## config.mk

```make
export PLATFORM = sky130hd
export DESIGN_NAME = pipe_hazard_scoreboard_flat
export DESIGN_NICKNAME = d
export VERILOG_FILES = /design/src/rtl/pipe_hazard_scoreboard_if.sv /design/src/rtl/pipe_hazard_scoreboard.sv /design/src/flat_wrapper.sv
export SDC_FILE = /design/constraint.sdc
export NUM_CORES = 1
export LEC_CHECK = 0
export CAP_MARGIN = 20
export CORE_UTILIZATION = 53
export DETAILED_ROUTE_END_ITERATION = 10
export PLACE_DENSITY = 0.85
export SYNTH_ARGS = -nofsm -noshare
export SYNTH_HDL_FRONTEND = slang
export SYNTH_SLANG_ARGS = --single-unit
```

## constraint.sdc

```tcl
create_clock -name clk -period 6.5 [get_ports clk]
set_input_delay 1.3 -clock clk [delete_from_list [all_inputs] [get_ports clk]]
set_output_delay 1.3 -clock clk [all_outputs]
set_load 0.1 [all_outputs]
```

## src/rtl/pipe_hazard_scoreboard_if.sv

```systemverilog
// rtl/pipe_hazard_scoreboard_if.sv - ID-stage hazard/forwarding bus between pipeline control and scoreboard
interface pipe_hazard_scoreboard_if #(
  parameter int REG_AW = 4,
  parameter int SEL_W  = 2,
  parameter int CNT_W  = 32
);
  logic              fwd_en;
  logic              ext_freeze;
  logic              flush;
  logic              id_valid;
  logic [REG_AW-1:0] id_src1;
  logic [REG_AW-1:0] id_src2;
  logic              id_src1_used;
  logic              id_src2_used;
  logic              id_wb_en;
  logic              id_mem_r_en;
  logic [REG_AW-1:0] id_dest;
  logic              stall;
  logic [SEL_W-1:0]  fwd_sel1;
  logic [SEL_W-1:0]  fwd_sel2;
  logic [CNT_W-1:0]  stall_cnt;

  modport master (
    output fwd_en, ext_freeze, flush, id_valid, id_src1, id_src2,
           id_src1_used, id_src2_used, id_wb_en, id_mem_r_en, id_dest,
    input  stall, fwd_sel1, fwd_sel2, stall_cnt
  );

  modport slave (
    input  fwd_en, ext_freeze, flush, id_valid, id_src1, id_src2,
           id_src1_used, id_src2_used, id_wb_en, id_mem_r_en, id_dest,
    output stall, fwd_sel1, fwd_sel2, stall_cnt
  );
endinterface

```

## src/rtl/pipe_hazard_scoreboard.sv

```systemverilog
// rtl/pipe_hazard_scoreboard.sv - shifting scoreboard producing decode stall and EXE forwarding selects
module pipe_hazard_scoreboard #(
  parameter int REG_AW     = 4,
  parameter int DEPTH      = 3,
  parameter int LOAD_STAGE = 2,
  parameter int CNT_W      = 32,
  localparam int SEL_W     = $clog2(DEPTH)
) (
  input logic                    clk,
  input logic                    rst,
  pipe_hazard_scoreboard_if.slave bus
);
  // The oldest entry (DEPTH-1) writes the regfile this cycle and can never match,
  // so only the first DEPTH-1 entries are stored.
  localparam int NE = DEPTH - 1;

  logic [NE-1:0]             v_q, v_d, wb_q, wb_d, ld_q, ld_d;
  logic [NE-1:0][REG_AW-1:0] dest_q, dest_d;
  logic [SEL_W-1:0]          fwd_sel1_q, fwd_sel1_d, fwd_sel2_q, fwd_sel2_d;
  logic [CNT_W-1:0]          stall_cnt_q, stall_cnt_d;

  logic             hit1, hit2, lhaz1, lhaz2, hazard, stall, issue;
  logic [SEL_W-1:0] sel1, sel2;

  always_comb begin
    hit1  = 1'b0;
    hit2  = 1'b0;
    lhaz1 = 1'b0;
    lhaz2 = 1'b0;
    sel1  = '0;
    sel2  = '0;
    // Ascending scan with a first-hit latch keeps the youngest producer.
    for (int k = 0; k < NE; k++) begin
      if (!hit1 && bus.id_src1_used && v_q[k] && wb_q[k] && dest_q[k] == bus.id_src1) begin
        hit1  = 1'b1;
        sel1  = SEL_W'(k + 1);
        lhaz1 = ld_q[k] && (k + 1 < LOAD_STAGE);
      end
      if (!hit2 && bus.id_src2_used && v_q[k] && wb_q[k] && dest_q[k] == bus.id_src2) begin
        hit2  = 1'b1;
        sel2  = SEL_W'(k + 1);
        lhaz2 = ld_q[k] && (k + 1 < LOAD_STAGE);
      end
    end
    hazard = bus.fwd_en ? (lhaz1 || lhaz2) : (hit1 || hit2);
    stall  = bus.id_valid && hazard && !bus.flush;
    issue  = bus.id_valid && !bus.flush && !stall;
  end

  always_comb begin
    v_d         = v_q;
    wb_d        = wb_q;
    ld_d        = ld_q;
    dest_d      = dest_q;
    fwd_sel1_d  = fwd_sel1_q;
    fwd_sel2_d  = fwd_sel2_q;
    stall_cnt_d = stall_cnt_q;
    if (!bus.ext_freeze) begin
      for (int k = NE - 1; k > 0; k--) begin
        v_d[k]    = v_q[k-1];
        wb_d[k]   = wb_q[k-1];
        ld_d[k]   = ld_q[k-1];
        dest_d[k] = dest_q[k-1];
      end
      v_d[0]     = issue;
      wb_d[0]    = bus.id_wb_en;
      ld_d[0]    = bus.id_mem_r_en;
      dest_d[0]  = bus.id_dest;
      fwd_sel1_d = (issue && bus.fwd_en && hit1) ? sel1 : '0;
      fwd_sel2_d = (issue && bus.fwd_en && hit2) ? sel2 : '0;
      if (stall && stall_cnt_q != '1) begin
        stall_cnt_d = stall_cnt_q + CNT_W'(1);
      end
    end
  end

  always_ff @(posedge clk or negedge rst) begin
    if (!rst) begin
      v_q         <= '0;
      wb_q        <= '0;
      ld_q        <= '0;
      dest_q      <= '0;
      fwd_sel1_q  <= '0;
      fwd_sel2_q  <= '0;
      stall_cnt_q <= '0;
    end else begin
      v_q         <= v_d;
      wb_q        <= wb_d;
      ld_q        <= ld_d;
      dest_q      <= dest_d;
      fwd_sel1_q  <= fwd_sel1_d;
      fwd_sel2_q  <= fwd_sel2_d;
      stall_cnt_q <= stall_cnt_d;
    end
  end

  assign bus.stall     = stall;
  assign bus.fwd_sel1  = fwd_sel1_q;
  assign bus.fwd_sel2  = fwd_sel2_q;
  assign bus.stall_cnt = stall_cnt_q;
endmodule

```

## src/flat_wrapper.sv

```systemverilog
// flat-port wrapper written by rule: the top's interface ports become plain ports
module pipe_hazard_scoreboard_flat 
#(
  parameter int REG_AW     = 4,
  parameter int DEPTH      = 3,
  parameter int LOAD_STAGE = 2,
  parameter int CNT_W      = 32,
  localparam int SEL_W     = $clog2(DEPTH)
)
  (clk, rst, bus_fwd_en, bus_ext_freeze, bus_flush, bus_id_valid, bus_id_src1, bus_id_src2, bus_id_src1_used, bus_id_src2_used, bus_id_wb_en, bus_id_mem_r_en, bus_id_dest, bus_stall, bus_fwd_sel1, bus_fwd_sel2, bus_stall_cnt);
  pipe_hazard_scoreboard_if #(.REG_AW(REG_AW), .SEL_W(2), .CNT_W(CNT_W)) bus_i ();
  input logic clk;
  input logic rst;
  input wire logic [$bits(bus_i.fwd_en)-1:0] bus_fwd_en;
  input wire logic [$bits(bus_i.ext_freeze)-1:0] bus_ext_freeze;
  input wire logic [$bits(bus_i.flush)-1:0] bus_flush;
  input wire logic [$bits(bus_i.id_valid)-1:0] bus_id_valid;
  input wire logic [$bits(bus_i.id_src1)-1:0] bus_id_src1;
  input wire logic [$bits(bus_i.id_src2)-1:0] bus_id_src2;
  input wire logic [$bits(bus_i.id_src1_used)-1:0] bus_id_src1_used;
  input wire logic [$bits(bus_i.id_src2_used)-1:0] bus_id_src2_used;
  input wire logic [$bits(bus_i.id_wb_en)-1:0] bus_id_wb_en;
  input wire logic [$bits(bus_i.id_mem_r_en)-1:0] bus_id_mem_r_en;
  input wire logic [$bits(bus_i.id_dest)-1:0] bus_id_dest;
  output wire logic [$bits(bus_i.stall)-1:0] bus_stall;
  output wire logic [$bits(bus_i.fwd_sel1)-1:0] bus_fwd_sel1;
  output wire logic [$bits(bus_i.fwd_sel2)-1:0] bus_fwd_sel2;
  output wire logic [$bits(bus_i.stall_cnt)-1:0] bus_stall_cnt;
  assign bus_i.fwd_en = bus_fwd_en;
  assign bus_i.ext_freeze = bus_ext_freeze;
  assign bus_i.flush = bus_flush;
  assign bus_i.id_valid = bus_id_valid;
  assign bus_i.id_src1 = bus_id_src1;
  assign bus_i.id_src2 = bus_id_src2;
  assign bus_i.id_src1_used = bus_id_src1_used;
  assign bus_i.id_src2_used = bus_id_src2_used;
  assign bus_i.id_wb_en = bus_id_wb_en;
  assign bus_i.id_mem_r_en = bus_id_mem_r_en;
  assign bus_i.id_dest = bus_id_dest;
  assign bus_stall = bus_i.stall;
  assign bus_fwd_sel1 = bus_i.fwd_sel1;
  assign bus_fwd_sel2 = bus_i.fwd_sel2;
  assign bus_stall_cnt = bus_i.stall_cnt;
  pipe_hazard_scoreboard #(.REG_AW(REG_AW), .DEPTH(DEPTH), .LOAD_STAGE(LOAD_STAGE), .CNT_W(CNT_W)) u_core (.clk(clk), .rst(rst), .bus(bus_i));
endmodule
```

Yosys cells after proc, flatten, opt, wreduce, memory -nomap -nowiden
Index checks and enable logic that the tools add are counted.
- add/sub/neg operators: 1
- $mul: 0
- divide/modulo/power cells: 0
- magnitude comparators: 0
- equal/unequal tests: 5
- shift-type cells: 0
- mux-type cells: 15
- bitwise operators: 1
- reduce and logical (&&, ||, !) cells: 29
- operators with widths (kind ; count):
    adder 32 x 1 -> 32 bit (second input constant) ; 1
    inequality test 32 bit (second input constant) ; 1
    logical AND 1 bit ; 22
    == test 4 bit ; 4
    two-way mux 1 bit ; 11
    two-way mux 2 bit ; 4
    zero test 1 bit ; 4
    logical OR 1 bit ; 2
    AND reduction 2 bit ; 1
    NOT 1 bit ; 1
- flip-flop bits (word level): 49
- latch bits: 0
- RAM bits: 0
- memory bits (read-only): 0
- input bits: 22
- output and inout bits: 37
- logic and storage cells: 59
- memories kept: 0

Longest topological paths before layout
Gate-level depths: netlist of run 1.
- depth after elaboration: 19
- depth in mapped cells: 9
- mapped depth without buffers: 7

Worst setup path after synthesis of run 1
No wires, ideal clock.
- path kind: input to output
- from: in bus_id_src1[3]
- to: out bus_stall
- data arrival time: 3587 ps
- data required time: 5200 ps
- slack: 1613 ps
- stages: 6
- buffers on the path: 1
- path through: xor2_1 > nor4_2 > o21ai_1 > and2_1 > buf_2 > nor2_1
- longest elaborated chain between the ends: 13
- elaborated cells on any way between the ends: 17
- classes of those cells: 2 x eq/ne; 5 x mux; 10 x reduce/logical
- RTL lines (what ; line ; text):
    start: declaration ; flat_wrapper.sv:18 ; input wire logic [$bits(bus_i.id_src1)-1:0] bus_id_src1;
    == test 4 bit ; pipe_hazard_scoreboard.sv:34 ; if (!hit1 && bus.id_src1_used && v_q[k] && wb_q[k] && dest_q[k] == bus.id_src1) begin
    logical AND 1 bit ; pipe_hazard_scoreboard.sv:34 ;
    two-way mux 1 bit ; pipe_hazard_scoreboard.sv:34 ;
    zero test 1 bit ; pipe_hazard_scoreboard.sv:34 ;
    logical AND 1 bit (4 in a row) ; pipe_hazard_scoreboard.sv:34 ;
    two-way mux 1 bit ; pipe_hazard_scoreboard.sv:34 ;
    logical OR 1 bit ; pipe_hazard_scoreboard.sv:45 ; hazard = bus.fwd_en ? (lhaz1 || lhaz2) : (hit1 || hit2);
    two-way mux 1 bit * ; pipe_hazard_scoreboard.sv:45 ;
    logical AND 1 bit * (2 in a row) ; pipe_hazard_scoreboard.sv:46 ; stall = bus.id_valid && hazard && !bus.flush;
    end: declaration ; flat_wrapper.sv:25 ; output wire logic [$bits(bus_i.stall)-1:0] bus_stall;
Mark *: on every way between the ends. The rest lies on a longest branch, timed or not.

Worst setup path after layout of run 1
- from: in bus_id_src2[2]
- to: out bus_stall
- longest elaborated chain between the ends: 13
- elaborated cells on any way between the ends: 17
- classes of those cells: 2 x eq/ne; 5 x mux; 10 x reduce/logical
- RTL lines (what ; line ; text):
    start: declaration ; flat_wrapper.sv:19 ; input wire logic [$bits(bus_i.id_src2)-1:0] bus_id_src2;
    == test 4 bit ; pipe_hazard_scoreboard.sv:39 ; if (!hit2 && bus.id_src2_used && v_q[k] && wb_q[k] && dest_q[k] == bus.id_src2) begin
    logical AND 1 bit ; pipe_hazard_scoreboard.sv:39 ;
    two-way mux 1 bit ; pipe_hazard_scoreboard.sv:39 ;
    zero test 1 bit ; pipe_hazard_scoreboard.sv:39 ;
    logical AND 1 bit (4 in a row) ; pipe_hazard_scoreboard.sv:39 ;
    two-way mux 1 bit ; pipe_hazard_scoreboard.sv:39 ;
    logical OR 1 bit ; pipe_hazard_scoreboard.sv:45 ;
    two-way mux 1 bit * ; pipe_hazard_scoreboard.sv:45 ;
    logical AND 1 bit * (2 in a row) ; pipe_hazard_scoreboard.sv:46 ;
Marks and branches as above.

==> results.ini, run 1 <==
[status]
status = finished clean

[clock_network]
cts_root_buffer = clkbuf_8
clk_latency_ns = 0.30
clk_pin_slew_ns = 0.08
cts_resized = 0
h-tree-depth = 2
cts_buffers = 5
clkSinkCount = 49
cts_tree = yes
clk_path_buf_depth = 2
holdBufCountCts = 0
post_cts_buffers = 0

[finish]
multi_input_area_um2 = 1181
regArea_um2 = 1226
nets = 294
diodes = 0
drive_gt1_frac = 0.1255
nFillCells = 340
syn2layout_area_growth_pct = 28.91
finalNonFillerCells = 323

[logic_synthesis]
ys_warn_count = 0
synth-seq-area-share = 0.4980
synth_top_cell_area_share = 0.4980
avgSynthCellArea_um2 = 11.61
ys_ff_latch = 49
yosys-top-cells-count = dfrtp_1, xnor2_1, xor2_1, nand3_1, nand4_1
async_reset_ff_frac = 1.000
synth_edf_count = 0
synth_area_leaders = dfrtp_1, xnor2_1, xor2_1
ys_types = 34
yosysMostFrequentCell = dfrtp_1
ys.flop_type = dfrtp_1
synthCells = 212
synth_nets = 235
synth_top_area_cell = dfrtp_1
syn_area_um2 = 2462

[setup_path]
cp.arrival_ns = 3.40
critPathRequiredTime_ns = 5.20
crit_fanout = 12
reg2reg_depth = 6
cp_num_cells = 7
slowest_stage = clkdlybuf4s50_1
r2r_end = u_core.bus.stall_cnt[3]
cp_top_family = buffers and inverters
worst_setup_path_end_kind = primary output
critPathKind = primary input to primary output
startpoint_type = primary input
crit_path_max_incr_delay_ns = 0.55
path_cells = clkdlybuf4s50_1 -> xor2_1 -> nor4_2 -> o41ai_1 -> and2_1 -> nor2_1 -> buf_4
r2r_start = u_core.dest_q[2]
crit_buf_inv = 2
reg2reg_slack_ns = 4.08

[sta]
rsz0062_at_grt = false
hold_viol_final = 0
slew_headroom = 0.3378
setup-tns-final_ns = 0
fmax_mhz = 212.6
finalSetupViolCount = 0
period_needed_ns = 4.704
worstMarginPinSlew_ns = 0.9902
fin_crit_sh = 0.7237
finClkSkew_ns = 0.005390
drv_slew = 0

[floorplanning]
core_area_um2 = 4414
rows = 24
die_y_um = 70.16
die_area_um2 = 4922
start_util = 0.5578
pin_count = 59
die_w_um = 70.16

[power_and_ir_drop]
p_int_uw = 432.0
power_leakage_nw = 1.357
ir_worst_vdd_uv = 135.5
p_comb_frac = 0.112
seq_power_share = 0.570
p_switching_uw = 143.1
pwr-share-clk = 0.318
p_sw_frac = 0.2488
powerDensity_nw_per_um2 = 181.2

[global_route]
grt_use_met1 = 0.3225
busiest_layer = met2
grt.met2_usage = 0.3675
grt_max_degree = 50
grt_overflow = 0
grt_pass1_wl_um = 8928
use_met3 = 0.04473
antenna_found_initial = 0
grt_pass1_vias = 1844
track_usage = 0.2320

[min_path]
min_path_type = flop to flop
hold_path_end = u_core.bus.stall_cnt[23]
hold_depth = 1
worstHoldStart = u_core.bus.stall_cnt[23]

[placed_design]
placement.io_buffers = 58
place_congestion = 0.7793
dp_cells = 315
dp_hpwl_um = 3580

[route]
wl_um = 5217
via_count = 1865
viasPerCell = 5.774
drtIter0Drc = 162
drc = 0
dr.pass1.iters = 4
postRouteAntennaNets = 0
routedWlPerCell_um = 16.15

[flow_run]
maxCapViolCount = 0

[worst register-to-register path, stage by stage, from the launching register on]
cell     delay [ns]
dfrtp_1        0.46
xor2_1         0.18
nor4_2         0.43
o21ai_1        0.18
and2_1         0.33
or4b_4         0.60
xnor2_2        0.14
[power groups by stage]
| stage | logic [mW] | registers, mW | clock network [mW] |
|---|---|---|---|
| 4_1_cts | 0.0638 | 0.327 | 0.186 |
| 3_5_place_dp | 0.0633 | 0.333 | 0 |
| 6_report | 0.0644 | 0.328 | 0.183 |
| 2_1_floorplan | 0.0297 | 0.337 | 0 |
| 5_1_grt | 0.0701 | 0.329 | 0.198 |
| 3_3_place_gp | 0.0624 | 0.332 | 0 |
[sequential cells by signal, summed over array words and instances (netlist names)]
name	cells
u_core.v_q	2
u_core.bus.fwd_sel2	2
u_core.bus.stall_cnt	32
u_core.wb_q	2
u_core.bus.fwd_sel1	2
u_core.ld_q	1
u_core.dest_q	8
[worst max path at each step]
| stage | startpoint | to | slack [ns] |
|---|---|---|---|
| 2_1_floorplan | bus_id_src1[3] | bus_stall | 1.61 |
| 3_3_place_gp | bus_id_src1[3] | bus_stall | 1.88 |
| 3_5_place_dp | bus_id_src1[2] | bus_stall | 1.85 |
| 4_1_cts | bus_id_src2[2] | bus_stall | 1.79 |
| 5_1_grt | bus_id_src2[1] | bus_stall | 1.67 |
| 6_report | bus_id_src2[2] | bus_stall | 1.80 |
[through the flow]
step	util	setup WS (ns)	power [mW]	hold WS, ns	instance area, um^2
2_1_floorplan	-	1.613	0.3669	0.4759	2462
3_3_place_gp	0.6950	1.885	0.3946	0.4767	3068
3_5_place_dp	0.6950	1.848	0.3967	0.4812	3068
4_1_cts	0.7146	1.793	0.5775	0.4952	3154
5_1_grt	0.7191	1.665	0.5976	0.5182	3174
6_report	0.7191	1.796	0.5750	0.4974	3174
[final cells by class]
cell class	instances	area share
inverter	2	0.002365
sequential	49	0.3863
tap	52	0.02050
multi-input combinational	152	0.3721
clock buffer	7	0.02720
timing repair buffer	61	0.1916
[cells in the final DEF, fill, tap and decap left out, types with 3 or more instances in the layout]
cell,synthesis,layout
nand4_1,13,13
nand3_1,16,16
and2_1,3,3
nand2_1,9,9
clkdlybuf4s50_1,0,56
xnor2_1,26,26
a22o_1,4,4
xor2_1,20,20
buf_4,0,3
and4_1,6,6
and3_4,4,4
and3_1,9,9
nor2_1,4,4
mux2_2,12,12
nor4_1,7,7
nor3_1,3,3
dfrtp_1,49,49
clkbuf_8,0,6
[cell families (layout without fill, tap and decap cells)]
family                   count (synthesis)  after routing  share of synthesized area
flip-flops                              49             49                     0.4980
XOR/XNOR                                47             47                     0.1702
AO/OA/AOI/OAI                            8              8                    0.02591
multiplexers                            13             13                    0.05945
adder cells (fa/ha/maj)                  1              1                   0.005080
buffers and inverters                   11             70                    0.02236
AND/OR/NAND/NOR                         83             83                     0.2190
[per-layer routing]
metal  routed length [um]  part of all wire
met1                 2390              0.46
met2                 2487              0.48
met3                  267             0.051
met4                   71             0.014
met5                    0                 0
Note: power is estimated with default switching activity, not from simulation.
==> run 2, diff against run 1 <==
--- a/config.mk
+++ b/config.mk
@@ -6,9 +6,9 @@
 export NUM_CORES = 1
 export LEC_CHECK = 0
 export CAP_MARGIN = 20
-export CORE_UTILIZATION = 53
+export CORE_UTILIZATION = 49
 export DETAILED_ROUTE_END_ITERATION = 10
-export PLACE_DENSITY = 0.85
+export PLACE_DENSITY = 0.79
 export SYNTH_ARGS = -nofsm -noshare
 export SYNTH_HDL_FRONTEND = slang
 export SYNTH_SLANG_ARGS = --single-unit
==> constraint.sdc (replaced) <==
create_clock -name clk -period 4.9 [get_ports clk]
set_input_delay 0.98 -clock clk [delete_from_list [all_inputs] [get_ports clk]]
set_output_delay 0.98 -clock clk [all_outputs]
set_load 0.1 [all_outputs]
==> results.ini, run 2 (synthesis results as in run 1) <==
[floorplanning]
start_util = 0.5145  ; -0.04331
die_area_um2 = 5313  ; +7.9%
die_y_um = 72.89  ; +3.9%
rows = 25  ; +4.2%
core_area_um2 = 4786  ; +8.4%
die_w_um = 72.89  ; +3.9%
pin_count = 59  ; unchanged

[sta]
rsz0062_at_grt = false
fin_crit_sh = 0.8286
setup-tns-final_ns = 0  ; unchanged
finalSetupViolCount = 0  ; unchanged
fmax_mhz = 246.3
worstMarginPinSlew_ns = 0.9861  ; -0.004144 ns
timing.final.ws_setup_ns = 0.8400  ; -0.9562 ns
slew_headroom = 0.3406  ; +0.002771
finClkSkew_ns = 0.007131  ; +0.001740 ns
hold_viol_final = 0  ; unchanged
period_needed_ns = 4.060
drv_slew = 0  ; unchanged
fin_hold_ws_ns = 0.5098  ; +0.01244 ns

[global_route]
antenna_found_initial = 0  ; unchanged
grt_pass1_wl_um = 8321  ; -6.8%
grt_overflow = 0  ; unchanged
track_usage = 0.2084  ; -0.02364
grt_pass1_vias = 1714  ; -7.0%
grt_max_degree = 50  ; unchanged

[power_and_ir_drop]
powerDensity_nw_per_um2 = 232.3  ; +28%
power_leakage_nw = 1.363  ; +0.44%
ir_worst_vdd_uv = 122.6  ; -9.5%

[finish]
layout_commonest_cell = clkdlybuf4s50_1
nFillCells = 374  ; +10%
final_cell_mix = clkdlybuf4s50_1, dfrtp_1, xnor2_1, xor2_1, nand3_1
syn2layout_area_growth_pct = 29.83
diodes = 0  ; unchanged
drive_gt1_frac = 0.1319  ; +0.006407
multi_input_area_um2 = 1181  ; unchanged
regArea_um2 = 1226  ; unchanged
nets = 295  ; +0.34%
largest_reg_flops = 32  ; unchanged

[status]
status = finished clean

[route]
viasPerCell = 5.406  ; -6.4%
drtIter0Drc = 87  ; -46%
dr.pass1.iters = 4  ; unchanged
drc = 0  ; unchanged
via_count = 1838  ; -1.4%
postRouteAntennaNets = 0  ; unchanged
routedWlPerCell_um = 15.13  ; -6.3%
wl_um = 5143  ; -1.4%

[clock_network]
cts_resized = 0  ; unchanged
clk_latency_ns = 0.29  ; about the same
cts_buffers = 5  ; unchanged
clkSinkCount = 49  ; unchanged
cts_tree = yes
clk_pin_slew_ns = 0.08  ; about the same
h-tree-depth = 2  ; unchanged
holdBufCountCts = 0  ; unchanged
clk_path_buf_depth = 2  ; unchanged
cts_root_buffer = clkbuf_8
post_cts_buffers = 0  ; unchanged

[flow_run]
maxCapViolCount = 0  ; unchanged

[setup_path]
cp.arrival_ns = 3.08  ; -0.32 ns
worst_setup_path_end_kind = primary output
critPathKind = primary input to primary output
startpoint_type = primary input
critPathRequiredTime_ns = 3.92  ; -1.28 ns
crit_path_max_incr_delay_ns = 0.51  ; -0.04 ns
crit_fanout = 12  ; unchanged
slowest_stage = clkdlybuf4s50_1
path_cells = clkdlybuf4s50_1 -> xor2_1 -> nor4_2 -> o41ai_1 -> and2_1 -> nor2_1 -> buf_4

[placed_design]
place_congestion = 0.7602  ; -2.5%
place_ws_ns = 0.8403  ; -1.007 ns
placement.io_buffers = 58  ; unchanged
dp_hpwl_um = 3706  ; +3.5%

[min_path]
min_path_type = flop to flop

run 2: cell count changes in the layout (fill, tap and decap cells not counted):
cell | before | now
clkinv_2 | 0 | 2
buf_4 | 3 | 4
clkbuf_8 | 6 | 5
run 2: critical path: cells and delay by family:
kind,cells,cell delay [ns]
buffers and inverters,2,0.76
and+or+nand+nor,3,0.70
AOI/OAI and AO/OA,1,0.42
xor gates and xnor gates,1,0.21
run 2: layout make-up:
cell class / instances / share of cell area
tap: 67 / 0.02622
timing repair buffer: 62 / 0.1926
clock buffer: 6 / 0.02270
inverter: 2 / 0.002348
clock inverter: 2 / 0.003131
sequential: 49 / 0.3836
multi-input combinational: 152 / 0.3695
run 2: final timing paths:
check,slack [ns],startpoint,endpoint,cells past startpoint
worst max-delay path,0.84,bus_id_src2[0],bus_stall,7
worst min-delay path,0.51,u_core.bus.stall_cnt[25],u_core.bus.stall_cnt[25],1
worst max register to register,2.48,u_core.dest_q[1],u_core.bus.stall_cnt[3],7
worst min register to register,0.51,u_core.bus.stall_cnt[25],u_core.bus.stall_cnt[25],1
max in group asynchronous,3.91,rst,u_core.bus.stall_cnt[25],2
min in group asynchronous,0.52,rst,u_core.bus.stall_cnt[0],1
run 2: report_power, final:
group / internal, mW / switching, mW / leakage [nW] / total [mW]
Clock: 0.0990 / 0.123 / 0.0450 / 0.222
Sequential: 0.418 / 0.0161 / 0.658 / 0.434
Combinational: 0.0432 / 0.0431 / 0.660 / 0.0862
run 2: metrics by stage:
step	cell area [um^2]	total power, mW	std cells	utilization
final	3197	0.7426	340	0.6680
after global routing	3197	0.7744	340	0.6680
after CTS	3177	0.7497	339	0.6638
after detailed placement	3094	0.5276	331	0.6465
after global placement	3094	0.5246	331	0.6465
after floorplan	2462	0.4867	212	-
run 2: metal layers:
| layer | track usage | vias to the layer above | wire length [um] |
|---|---|---|---|
| met5 | 0 | - | 0 |
| met4 | 0.06754 | 0 | 54 |
| met3 | 0.03729 | 5 | 266 |
| met2 | 0.3323 | 61 | 2413 |
| met1 | 0.2900 | 884 | 2409 |
| li1 | - | 888 | - |
==> run 3, diff against run 2 <==
--- a/config.mk
+++ b/config.mk
@@ -6,9 +6,9 @@
 export NUM_CORES = 1
 export LEC_CHECK = 0
 export CAP_MARGIN = 20
-export CORE_UTILIZATION = 49
+export CORE_UTILIZATION = 45
 export DETAILED_ROUTE_END_ITERATION = 10
-export PLACE_DENSITY = 0.79
+export PLACE_DENSITY = 0.76
 export SYNTH_ARGS = -nofsm -noshare
 export SYNTH_HDL_FRONTEND = slang
 export SYNTH_SLANG_ARGS = --single-unit
==> constraint.sdc (replaced) <==
create_clock -name clk -period 3.6 [get_ports clk]
set_input_delay 0.72 -clock clk [delete_from_list [all_inputs] [get_ports clk]]
set_output_delay 0.72 -clock clk [all_outputs]
set_load 0.1 [all_outputs]
==> results.ini, run 3 (synthesis results as in run 1) <==
[finish]
largest_reg_flops = 32  ; unchanged
final_cell_mix = clkdlybuf4s50_1, dfrtp_1, xnor2_1, xor2_1, nand3_1
nets = 297  ; +0.68%
nFillCells = 422  ; +13%
syn2layout_area_growth_pct = 31.96
drive_gt1_frac = 0.1455  ; +0.01359
diodes = 0  ; unchanged
layout_commonest_cell = clkdlybuf4s50_1

[placed_design]
place_congestion = 0.7794  ; +2.5%
dp_hpwl_um = 3611  ; -2.5%
placement.io_buffers = 58  ; unchanged

[floorplanning]
die_area_um2 = 5771  ; +8.6%
start_util = 0.4761  ; -0.03846
pin_count = 59  ; unchanged
die_w_um = 75.97  ; +4.2%
rows = 26  ; +4.0%
die_y_um = 75.97  ; +4.2%
core_area_um2 = 5172  ; +8.1%

[setup_path]
path_cells = clkdlybuf4s50_1 -> xnor2_1 -> nand4_1 -> nor4_2 -> o21ai_1 -> and2_1 -> nor2_2 -> buf_12
reg2reg_depth = 8  ; +1
r2r_start = u_core.bus.stall_cnt[7]
critPathRequiredTime_ns = 2.88  ; -1.04 ns
crit_path_max_incr_delay_ns = 0.52  ; about the same
r2r_end = u_core.bus.stall_cnt[1]
crit_fanout = 4  ; -8
slowest_stage = clkdlybuf4s50_1
worst_setup_path_end_kind = primary output
reg2reg_slack_ns = 1.17  ; -1.31 ns
cp.arrival_ns = 2.60  ; -0.48 ns
critPathKind = primary input to primary output
startpoint_type = primary input

[clock_network]
clk_latency_ns = 0.31  ; +0.02 ns
cts_tree = yes
clk_path_buf_depth = 2  ; unchanged
clkSinkCount = 49  ; unchanged
h-tree-depth = 2  ; unchanged
holdBufCountCts = 0  ; unchanged
post_cts_buffers = 0  ; unchanged
clk_pin_slew_ns = 0.08  ; about the same
cts_resized = 0  ; unchanged
cts_buffers = 5  ; unchanged
cts_root_buffer = clkbuf_8

[global_route]
grt_overflow = 0  ; unchanged
grt_pass1_wl_um = 8976  ; +7.9%
grt_pass1_vias = 1792  ; +4.6%
track_usage = 0.1961  ; -0.01222
grt_max_degree = 50  ; unchanged
antenna_found_initial = 0  ; unchanged

[route]
drtIter0Drc = 107  ; +23%
drc = 0  ; unchanged
dr.pass1.iters = 4  ; unchanged
routedWlPerCell_um = 15.15  ; +0.18%
via_count = 1845  ; +0.38%
viasPerCell = 5.348  ; -1.1%
postRouteAntennaNets = 0  ; unchanged
wl_um = 5228  ; +1.7%

[power_and_ir_drop]
powerDensity_nw_per_um2 = 326.1  ; +40%
p_int_uw = 802.5  ; +43%
pwr-share-clk = 0.333  ; +0.034
seq_power_share = 0.557  ; -0.028
p_switching_uw = 257.0  ; +41%
power_leakage_nw = 1.384  ; +1.5%
p_sw_frac = 0.2426  ; -0.003071
p_comb_frac = 0.111  ; -0.005
p_total_mw = 1.060  ; +43%
ir_worst_vdd_uv = 225.1  ; +84%

[sta]
fmax_mhz = 301.4
fin_crit_sh = 0.9217
hold_viol_final = 0  ; unchanged
setup-tns-final_ns = 0  ; unchanged
worstMarginPinSlew_ns = 0.9818  ; -0.004259 ns
finClkSkew_ns = 0.005321  ; -0.001810 ns
drv_slew = 0  ; unchanged
rsz0062_at_grt = false
period_needed_ns = 3.318
finalSetupViolCount = 0  ; unchanged
slew_headroom = 0.3434  ; +0.002848

[min_path]
min_path_type = primary input to asynchronous set/reset pin

[status]
status = finished clean

[flow_run]
maxCapViolCount = 0  ; unchanged

[run 3: changes by cell type in the layout (fill, tap and decap cells not counted)]
cell      delta
clkbuf_1     -1
clkbuf_8     +2
nor2_2       +1
buf_12       +1
clkinv_2     -1
buf_4        +1
nor2_1       -1
[run 3: through the flow]
step	instances	util	hold slack [ns]	instance area [um^2]	setup WS, ns
after global routing	345	0.6282	0.2548	3249	0.1232
after floorplan	212	-	0.4244	2465	0.3330
after global placement	336	0.6047	0.4753	3128	0.2939
after CTS	344	0.6243	0.4968	3229	0.2699
after detailed placement	336	0.6047	0.4800	3128	0.2900
final	345	0.6282	0.2585	3249	0.2820
[run 3: worst max-delay path: cells and delay by family]
family                 cells  cell delay, ns
AND/OR/NAND/NOR            4            0.87
buffers and inverters      2            0.72
AO/OA/AOI/OAI              1            0.15
XOR/XNOR                   1            0.14
[run 3: how the worst max path moves through the flow]
stage              startpoint   endpoint  slack, ns
2_1_floorplan  bus_id_src1[3]  bus_stall       0.33
3_3_place_gp   bus_id_src2[1]  bus_stall       0.29
3_5_place_dp   bus_id_src2[1]  bus_stall       0.29
4_1_cts        bus_id_src2[1]  bus_stall       0.27
5_1_grt        bus_id_src2[1]  bus_stall       0.12
6_report       bus_id_src2[1]  bus_stall       0.28
[run 3: final cells by class]
cell class | instances | area, um^2 | area share
repair buffers | 64 | 643.1 | 0.1979
well taps | 70 | 87.58 | 0.02695
clock inverters | 1 | 5.005 | 0.001540
multi-input cells | 152 | 1184 | 0.3643
inverters | 2 | 7.507 | 0.002310
flip-flops and latches | 49 | 1226 | 0.3774
clock buffers | 7 | 96.34 | 0.02965
[run 3: power by group through the flow]
stage	Clock, mW	Combinational [mW]	Sequential [mW]
6_report	0.352	0.117	0.590
5_1_grt	0.395	0.128	0.593
4_1_cts	0.361	0.117	0.590
3_5_place_dp	0	0.115	0.601
3_3_place_gp	0	0.115	0.600
2_1_floorplan	0	0.0537	0.609
[run 3: layer usage]
| metal | vias to the layer above | routed length [um] | global-route usage |
|---|---|---|---|
| li1 | 885 | - | - |
| met1 | 897 | 2434 | 0.2721 |
| met5 | - | 0 | 0 |
| met3 | 5 | 327 | 0.05389 |
| met2 | 58 | 2407 | 0.2936 |
| met4 | 0 | 59 | 0.07308 |
